<file path="config.mk">
export PLATFORM = sky130hd
export DESIGN_NAME = aes_encr_iter
export DESIGN_NICKNAME = d
export VERILOG_FILES = /design/src/rtl/aes_pkg.sv /design/src/rtl/aes_round.sv /design/src/rtl/aes_encr_iter.sv
export SDC_FILE = /design/constraint.sdc
export NUM_CORES = 2
export LEC_CHECK = 0
export CAP_MARGIN = 40
export CORE_MARGIN = 2
export CORE_UTILIZATION = 25
export CTS_CLUSTER_DIAMETER = 50
export CTS_CLUSTER_SIZE = 28
export DETAILED_ROUTE_END_ITERATION = 10
export SYNTH_ARGS = -nofsm -noshare
export SYNTH_HDL_FRONTEND = slang
export SYNTH_SLANG_ARGS = --single-unit
</file>
<file path="constraint.sdc">
create_clock -name clk -period 10.35 [get_ports clk]
set_clock_uncertainty 0.15 [all_clocks]
set_input_delay 2.07 -clock clk [delete_from_list [all_inputs] [get_ports clk]]
set_output_delay 2.07 -clock clk [all_outputs]
set_load 0.02 [all_outputs]
</file>
<file path="src/rtl/aes_pkg.sv">
// Shared AES types, tables and byte/word/state helpers for the iterative cipher.
package aes_pkg;

  typedef logic [7:0] byte_t;
  typedef byte_t [0:3][0:3] state_t;  // [column][row]; [0][0] is the MSB byte

  localparam byte_t SBOX [256] = '{
    8'h63, 8'h7c, 8'h77, 8'h7b, 8'hf2, 8'h6b, 8'h6f, 8'hc5, 8'h30, 8'h01, 8'h67, 8'h2b, 8'hfe, 8'hd7, 8'hab, 8'h76,
    8'hca, 8'h82, 8'hc9, 8'h7d, 8'hfa, 8'h59, 8'h47, 8'hf0, 8'had, 8'hd4, 8'ha2, 8'haf, 8'h9c, 8'ha4, 8'h72, 8'hc0,
    8'hb7, 8'hfd, 8'h93, 8'h26, 8'h36, 8'h3f, 8'hf7, 8'hcc, 8'h34, 8'ha5, 8'he5, 8'hf1, 8'h71, 8'hd8, 8'h31, 8'h15,
    8'h04, 8'hc7, 8'h23, 8'hc3, 8'h18, 8'h96, 8'h05, 8'h9a, 8'h07, 8'h12, 8'h80, 8'he2, 8'heb, 8'h27, 8'hb2, 8'h75,
    8'h09, 8'h83, 8'h2c, 8'h1a, 8'h1b, 8'h6e, 8'h5a, 8'ha0, 8'h52, 8'h3b, 8'hd6, 8'hb3, 8'h29, 8'he3, 8'h2f, 8'h84,
    8'h53, 8'hd1, 8'h00, 8'hed, 8'h20, 8'hfc, 8'hb1, 8'h5b, 8'h6a, 8'hcb, 8'hbe, 8'h39, 8'h4a, 8'h4c, 8'h58, 8'hcf,
    8'hd0, 8'hef, 8'haa, 8'hfb, 8'h43, 8'h4d, 8'h33, 8'h85, 8'h45, 8'hf9, 8'h02, 8'h7f, 8'h50, 8'h3c, 8'h9f, 8'ha8,
    8'h51, 8'ha3, 8'h40, 8'h8f, 8'h92, 8'h9d, 8'h38, 8'hf5, 8'hbc, 8'hb6, 8'hda, 8'h21, 8'h10, 8'hff, 8'hf3, 8'hd2,
    8'hcd, 8'h0c, 8'h13, 8'hec, 8'h5f, 8'h97, 8'h44, 8'h17, 8'hc4, 8'ha7, 8'h7e, 8'h3d, 8'h64, 8'h5d, 8'h19, 8'h73,
    8'h60, 8'h81, 8'h4f, 8'hdc, 8'h22, 8'h2a, 8'h90, 8'h88, 8'h46, 8'hee, 8'hb8, 8'h14, 8'hde, 8'h5e, 8'h0b, 8'hdb,
    8'he0, 8'h32, 8'h3a, 8'h0a, 8'h49, 8'h06, 8'h24, 8'h5c, 8'hc2, 8'hd3, 8'hac, 8'h62, 8'h91, 8'h95, 8'he4, 8'h79,
    8'he7, 8'hc8, 8'h37, 8'h6d, 8'h8d, 8'hd5, 8'h4e, 8'ha9, 8'h6c, 8'h56, 8'hf4, 8'hea, 8'h65, 8'h7a, 8'hae, 8'h08,
    8'hba, 8'h78, 8'h25, 8'h2e, 8'h1c, 8'ha6, 8'hb4, 8'hc6, 8'he8, 8'hdd, 8'h74, 8'h1f, 8'h4b, 8'hbd, 8'h8b, 8'h8a,
    8'h70, 8'h3e, 8'hb5, 8'h66, 8'h48, 8'h03, 8'hf6, 8'h0e, 8'h61, 8'h35, 8'h57, 8'hb9, 8'h86, 8'hc1, 8'h1d, 8'h9e,
    8'he1, 8'hf8, 8'h98, 8'h11, 8'h69, 8'hd9, 8'h8e, 8'h94, 8'h9b, 8'h1e, 8'h87, 8'he9, 8'hce, 8'h55, 8'h28, 8'hdf,
    8'h8c, 8'ha1, 8'h89, 8'h0d, 8'hbf, 8'he6, 8'h42, 8'h68, 8'h41, 8'h99, 8'h2d, 8'h0f, 8'hb0, 8'h54, 8'hbb, 8'h16
  };

  localparam byte_t RCON [1:10] = '{
    8'h01, 8'h02, 8'h04, 8'h08, 8'h10, 8'h20, 8'h40, 8'h80, 8'h1b, 8'h36
  };

  function automatic byte_t xtime(byte_t b);
    return {b[6:0], 1'b0} ^ (b[7] ? 8'h1b : 8'h00);
  endfunction

  // Out-of-range indices yield zero so idle-state lookups stay defined.
  function automatic byte_t rcon_at(logic [3:0] i);
    return (i >= 4'd1 && i <= 4'd10) ? RCON[i] : 8'h00;
  endfunction

  function automatic logic [31:0] sub_word(logic [31:0] w);
    return {SBOX[w[31:24]], SBOX[w[23:16]], SBOX[w[15:8]], SBOX[w[7:0]]};
  endfunction

  function automatic logic [31:0] rot_word(logic [31:0] w);
    return {w[23:0], w[31:24]};
  endfunction

  function automatic state_t to_state(logic [127:0] d);
    return state_t'(d);
  endfunction

  function automatic logic [127:0] from_state(state_t s);
    return 128'(s);
  endfunction

  function automatic state_t shift_rows(state_t s);
    state_t o;
    for (int c = 0; c < 4; c++)
      for (int r = 0; r < 4; r++)
        o[2'(c)][2'(r)] = s[2'(c + r)][2'(r)];
    return o;
  endfunction

  function automatic state_t mix_columns(state_t s);
    state_t o;
    byte_t a0, a1, a2, a3;
    for (int c = 0; c < 4; c++) begin
      a0 = s[2'(c)][0];
      a1 = s[2'(c)][1];
      a2 = s[2'(c)][2];
      a3 = s[2'(c)][3];
      o[2'(c)][0] = xtime(a0) ^ xtime(a1) ^ a1 ^ a2 ^ a3;
      o[2'(c)][1] = a0 ^ xtime(a1) ^ xtime(a2) ^ a2 ^ a3;
      o[2'(c)][2] = a0 ^ a1 ^ xtime(a2) ^ xtime(a3) ^ a3;
      o[2'(c)][3] = xtime(a0) ^ a0 ^ a1 ^ a2 ^ xtime(a3);
    end
    return o;
  endfunction

  // One 4-word key-schedule step: rot selects RotWord+Rcon, else SubWord only.
  function automatic logic [127:0] expand_key(logic [127:0] prev, logic [31:0] last,
                                              byte_t rcon, logic rot);
    logic [31:0] t, w0, w1, w2, w3;
    t  = rot ? (sub_word(rot_word(last)) ^ {rcon, 24'h0}) : sub_word(last);
    w0 = prev[127:96] ^ t;
    w1 = prev[95:64] ^ w0;
    w2 = prev[63:32] ^ w1;
    w3 = prev[31:0] ^ w2;
    return {w0, w1, w2, w3};
  endfunction

endpackage

</file>
<file path="src/rtl/aes_round.sv">
// One combinational AES round: SubBytes, ShiftRows, optional MixColumns, AddRoundKey.
module aes_round
  import aes_pkg::*;
(
  input  logic [127:0] state,
  input  logic [127:0] round_key,
  input  logic         last_round,
  output logic [127:0] next_state
);

  state_t s_in, s_sub, s_shift;

  assign s_in = to_state(state);

  for (genvar c = 0; c < 4; c++) begin : g_col
    for (genvar r = 0; r < 4; r++) begin : g_row
      assign s_sub[c][r] = SBOX[s_in[c][r]];
    end
  end

  assign s_shift    = shift_rows(s_sub);
  assign next_state = from_state(last_round ? s_shift : mix_columns(s_shift)) ^ round_key;

endmodule

</file>
<file path="src/rtl/aes_encr_iter.sv">
// Iterative AES-128/256 encryption engine, one round per clock with on-the-fly key expansion.
module aes_encr_iter
  import aes_pkg::*;
#(
  parameter int unsigned KEY_BITS = 128
) (
  input  logic                clk,
  input  logic                rst,
  input  logic                in_valid,
  output logic                in_ready,
  input  logic [127:0]        ip_data,
  input  logic [KEY_BITS-1:0] ip_key,
  output logic                out_valid,
  input  logic                out_ready,
  output logic [127:0]        encr_data_out
);

  localparam int unsigned NR = (KEY_BITS == 256) ? 14 : 10;

  localparam logic [1:0] S_IDLE = 2'd0;
  localparam logic [1:0] S_BUSY = 2'd1;
  localparam logic [1:0] S_DONE = 2'd2;

  if (KEY_BITS != 128 && KEY_BITS != 256) begin : g_bad_key
    $error("aes_encr_iter: KEY_BITS must be 128 or 256");
  end

  logic [1:0]          state_q, state_d;
  logic [3:0]          round_q, round_d;
  logic [127:0]        data_q, data_d;
  logic [KEY_BITS-1:0] key_q, key_d;
  logic                in_ready_q, in_ready_d;
  logic                out_valid_q, out_valid_d;
  logic [127:0]        dout_q, dout_d;

  logic [127:0]        round_key;
  logic [KEY_BITS-1:0] key_step;
  logic [127:0]        round_out;

  // AES-256 keeps the last two round keys; the low half is the key for the current round.
  if (KEY_BITS == 256) begin : g_k256
    logic [127:0] fresh;
    assign round_key = key_q[127:0];
    assign fresh     = expand_key(key_q[255:128], key_q[31:0],
                                  rcon_at(4'((round_q + 4'd1) >> 1)), round_q[0]);
    assign key_step  = {key_q[127:0], fresh};
  end else begin : g_k128
    assign round_key = expand_key(key_q, key_q[31:0], rcon_at(round_q), 1'b1);
    assign key_step  = round_key;
  end

  aes_round u_round (
    .state      (data_q),
    .round_key  (round_key),
    .last_round (round_q == 4'(NR)),
    .next_state (round_out)
  );

  // Next-state and output logic
  always_comb begin
    state_d     = state_q;
    round_d     = round_q;
    data_d      = data_q;
    key_d       = key_q;
    in_ready_d  = in_ready_q;
    out_valid_d = out_valid_q;
    dout_d      = dout_q;
    case (state_q)
      S_IDLE: begin
        if (in_valid && in_ready_q) begin
          data_d     = ip_data ^ ip_key[KEY_BITS-1 -: 128];
          key_d      = ip_key;
          round_d    = 4'd1;
          in_ready_d = 1'b0;
          state_d    = S_BUSY;
        end
      end
      S_BUSY: begin
        data_d  = round_out;
        key_d   = key_step;
        round_d = round_q + 4'd1;
        if (round_q == 4'(NR)) begin
          dout_d      = round_out;
          out_valid_d = 1'b1;
          round_d     = 4'd0;
          state_d     = S_DONE;
        end
      end
      S_DONE: begin
        if (out_ready) begin
          out_valid_d = 1'b0;
          in_ready_d  = 1'b1;
          state_d     = S_IDLE;
        end
      end
      default: begin
        in_ready_d  = 1'b1;
        out_valid_d = 1'b0;
        state_d     = S_IDLE;
      end
    endcase
  end

  always_ff @(posedge clk or negedge rst) begin
    if (!rst) begin
      state_q     <= S_IDLE;
      round_q     <= 4'd0;
      data_q      <= 128'h0;
      key_q       <= '0;
      in_ready_q  <= 1'b1;
      out_valid_q <= 1'b0;
      dout_q      <= 128'h0;
    end else begin
      state_q     <= state_d;
      round_q     <= round_d;
      data_q      <= data_d;
      key_q       <= key_d;
      in_ready_q  <= in_ready_d;
      out_valid_q <= out_valid_d;
      dout_q      <= dout_d;
    end
  end

  assign in_ready      = in_ready_q;
  assign out_valid     = out_valid_q;
  assign encr_data_out = dout_q;

endmodule

</file>
==> impl.org <==
** Run status
- Status :: complete, no violations

** Yosys
- Yosys mapped a number of flops with a built-in enable equal to 0.
- Synthesized area per cell :: roughly 7 um2
- Most common flop cell mapped by yosys :: dfrtp_1
- Top area cells in the synthesized netlist :: dfrtp_1 (13%), a21oi_1 (6.3%), o21ai_0 (6.0%)
- Cell type with the largest total area after synthesis :: dfrtp_1
- Synthesis inferred 184 register bits.
- Number of distinct standard cells referenced by the synthesized netlist :: around 110
- Top-count cell post-synth :: nand2_1
- The cell count after synthesis came out at around 5k.
- Seq/Total Area, Yosys :: 13.3%
- Netlist Area Pre-Place :: 34700 um2
- Summed over its instances, the top area cell type makes up 13.2% of the synthesized netlist area.
- During synthesis, Yosys emitted a total of 0 warnings.
- The commonest cells after synthesis are nand2_1 (453), a21oi_1 (438), o21ai_0 (416).
- In the synthesized netlist the async set-or-reset flop fraction comes to 100%.

** Layout
- Relative to the synthesized area, the layout overhead comes to 8.27%.
- At the end of the flow, the number of nets in the layout was 5072.
- The post-route netlist has ~7.6% of its cells at a drive strength greater than 1.
- Diodes inserted :: 0
- After filler insertion, the fill cell instance count of the layout stands at 15.1k.

** Detailed routing
- Violation count after the first detailed-route iteration :: 7064
- Before antenna repair, the detailed router went through 7 iterations.
- DRC violations left :: 0
- For this block, the via count after detailed routing is 40.8k.
- Number of routed nets with antenna violations :: 0
- Summed over all layers, the routed wires come to 171 mm.
- Using the TritonRoute via totals, the vias-per-cell ratio works out to 6.26.
- Dividing the detail-routed wire length by the instance count gives 26.3 um.

** Timing
- Slew at the pin closest to its max-slew limit :: 0.927 ns
- Final number of max-transition violations :: 0
- Setup violations remaining at the end of the flow were counted as 0.
- The final hold violation count came to 0.
- For the final routed database, the setup TNS stands at 0 ns.
- Peak clock frequency supported by timing :: between 150 and 200 MHz
- In this run the tightest slew margin relative to its limit is about two fifths.
- Fin crit share :: 52.9%
- Unrepaired setup endpoints after global routing :: no
- The smallest clock period supported by the final layout is computed as 5.48 ns.

** CTS
- Hold-fix buffers, CTS :: 0
- Total CTS buffers :: 17
- Insertion delay to the later sink of the worst-skew pair :: 0.55 ns
- Setup Buffers After CTS :: 0
- Number of buffers between clock root and the deepest sink :: 2
- Cts repair resizes :: 0
- H-tree levels :: 4
- After clock tree synthesis, the clock-pin slew on the worst setup and hold paths is 0.10 ns.
- Number of clock sinks :: between 150 and 200
- TritonCTS built the clock tree.
- Buffer type at the clock tree root :: clkbuf_16

** Placement
- At the end of routability-driven placement, the weighted congestion stood at 1.01.
- Quantity of I/O buffers inserted on ports :: ~180
- Dpl hpwl :: 118 mm

** Floorplanning
- # IOs :: around 400
- Initial standard-cell utilization of the core :: 25.2%
- The die is 376 um wide.
- The core region is 137000 um2.
- The floorplan has 136 rows.
- Area of the die :: approximately 140000 um2
- The die is between 300 and 400 um tall.

** Critical path
- For the worst setup path, the data required time is 10.66 ns.
- Along the worst path, the maximum fanout reaches 30.
- Critical path start-end classification :: reg -> reg
- Crit-path cells :: buf_4 -> clkinv_1 -> ha_1 -> nor2_1 -> o311a_1 -> o311ai_1 -> a221oi_2 -> xnor2_2 -> xor2_1 -> xnor2_1 -> o21ai_0
- STA classifies the critical path startpoint as a register.
- Among all stages on the critical path, the largest delay is contributed by ha_1.
- The largest single stage delay on the critical path is approximately 1.1 ns.
- Arr. time, crit path :: between 5 and 6 ns
- The worst setup path is captured at a register.

** Global route
- Largest net degree at the start of global routing :: 114
- Wire length of the first global-routing pass :: 252 mm
- The number of antenna violations at the first check in global routing was 6.
- Via count of the first global-routing pass :: 36.6k
- Across every metal layer, demand over resource in global routing totals about 23%.
- Overflow after GRT :: 0

** Min path
- The tightest min-delay check is of the reg -> reg type.

** Run
- The tool flagged a number of max-cap violations equal to 0.
-- metal layers --
metal / vias up / track usage [%] / wire length [um]
met2: 2963 / 33.9 / 72200
met4: 10 / 8.66 / 7040
met3: 424 / 5.53 / 20200
met5: - / 0 / 58
met1: 19600 / 32.3 / 71700
li1: 17800 / - / -
-- flip-flops by register name (all words and copies together), names as in the netlist --
register and cells:
data_q 24, encr_data_out 24, in_ready 1, key_q 128, out_valid 1, round_q 4, state_q 2
-- worst max-delay path, delay by kind of cell, from the launching register on --
kind	cells	cell delay [ns]
buffers and inverters	2	0.94
AO/OA/AOI/OAI	4	1.05
flip-flops	1	0.34
adder cells (fa/ha/maj)	1	1.10
XOR/XNOR	3	1.51
AND/OR/NAND/NOR	1	0.28
-- metrics by stage --
| step | util [%] | setup WS, ns | area [um2] | cells | hold WS, ns |
|---|---|---|---|---|---|
| final | 27.3 | 4.87 | 37500 | 6513 | 0.336 |
| after global routing | 27.3 | 4.70 | 37500 | 6513 | 0.379 |
| after CTS | 27.3 | 4.98 | 37500 | 6513 | 0.345 |
| after detailed placement | 26.8 | 4.98 | 36900 | 6481 | 0.325 |
| after global placement | 26.7 | 4.86 | 36700 | 6466 | 0.316 |
| after floorplan | - | 6.27 | 35100 | 5073 | 0.349 |
-- cell type report --
type                    count  area [um2]  area share [%]
clock buffers              17         425            1.13
well taps                1794        2240            5.98
inverters                  86         323           0.860
flip-flops and latches    184        4650            12.4
multi-input cells        4129       26900            71.7
clock inverters            15         201           0.537
repair buffers            288        2780            7.41
-- path summary, 6_finish.rpt --
kind	startpoint	endpoint	slack, ns	cells after the start
max	key_q[16]	data_q[91]	4.87	11
min	encr_data_out[114]	encr_data_out[114]	0.34	2
max reg2reg	key_q[16]	data_q[91]	4.87	11
min reg2reg	encr_data_out[114]	encr_data_out[114]	0.34	2
max in group asynchronous	rst	key_q[10]	7.40	2
min in group asynchronous	rst	data_q[89]	1.31	1
-- cell usage in the layout, fill, tap and decap left out, types with 26 or more instances in the layout --
master,n
or2_2,32
a211o_1,34
conb_1,104
nor2_1,357
clkdlybuf4s50_1,180
o211ai_1,105
a21oi_1,438
o31ai_1,40
a2111oi_0,29
nand3_1,160
and2_1,34
dfrtp_1,159
mux2i_1,58
buf_4,97
or3_1,26
a31oi_1,113
mux4_2,63
a221oi_1,28
ha_1,106
o311ai_0,75
xor2_1,60
nor2b_1,120
nor3_1,145
o22ai_1,64
nor3b_1,28
inv_1,68
nand2b_1,147
nand2_1,449
o21a_1,37
a311oi_1,76
o221ai_1,26
xnor2_1,124
o21ai_0,416
and3_1,53
a211oi_1,111
-- kinds of logic (layout without fill, tap and decap cells) --
kind of cell / Yosys count / after routing / synth area share [%]
compound gates: 1912 / 1912 / 36.8
xor+xnor: 207 / 207 / 5.89
fa+ha+maj: 106 / 106 / 3.82
simple gates: 1655 / 1655 / 23.3
other cells: 1 / 104 / 0.0108
flops: 184 / 184 / 13.3
mux: 145 / 145 / 6.55
buf+inv: 760 / 406 / 10.4
Power is not shown: default switching activity piles up to over one toggle a cycle in this logic, so the estimate is an artifact.
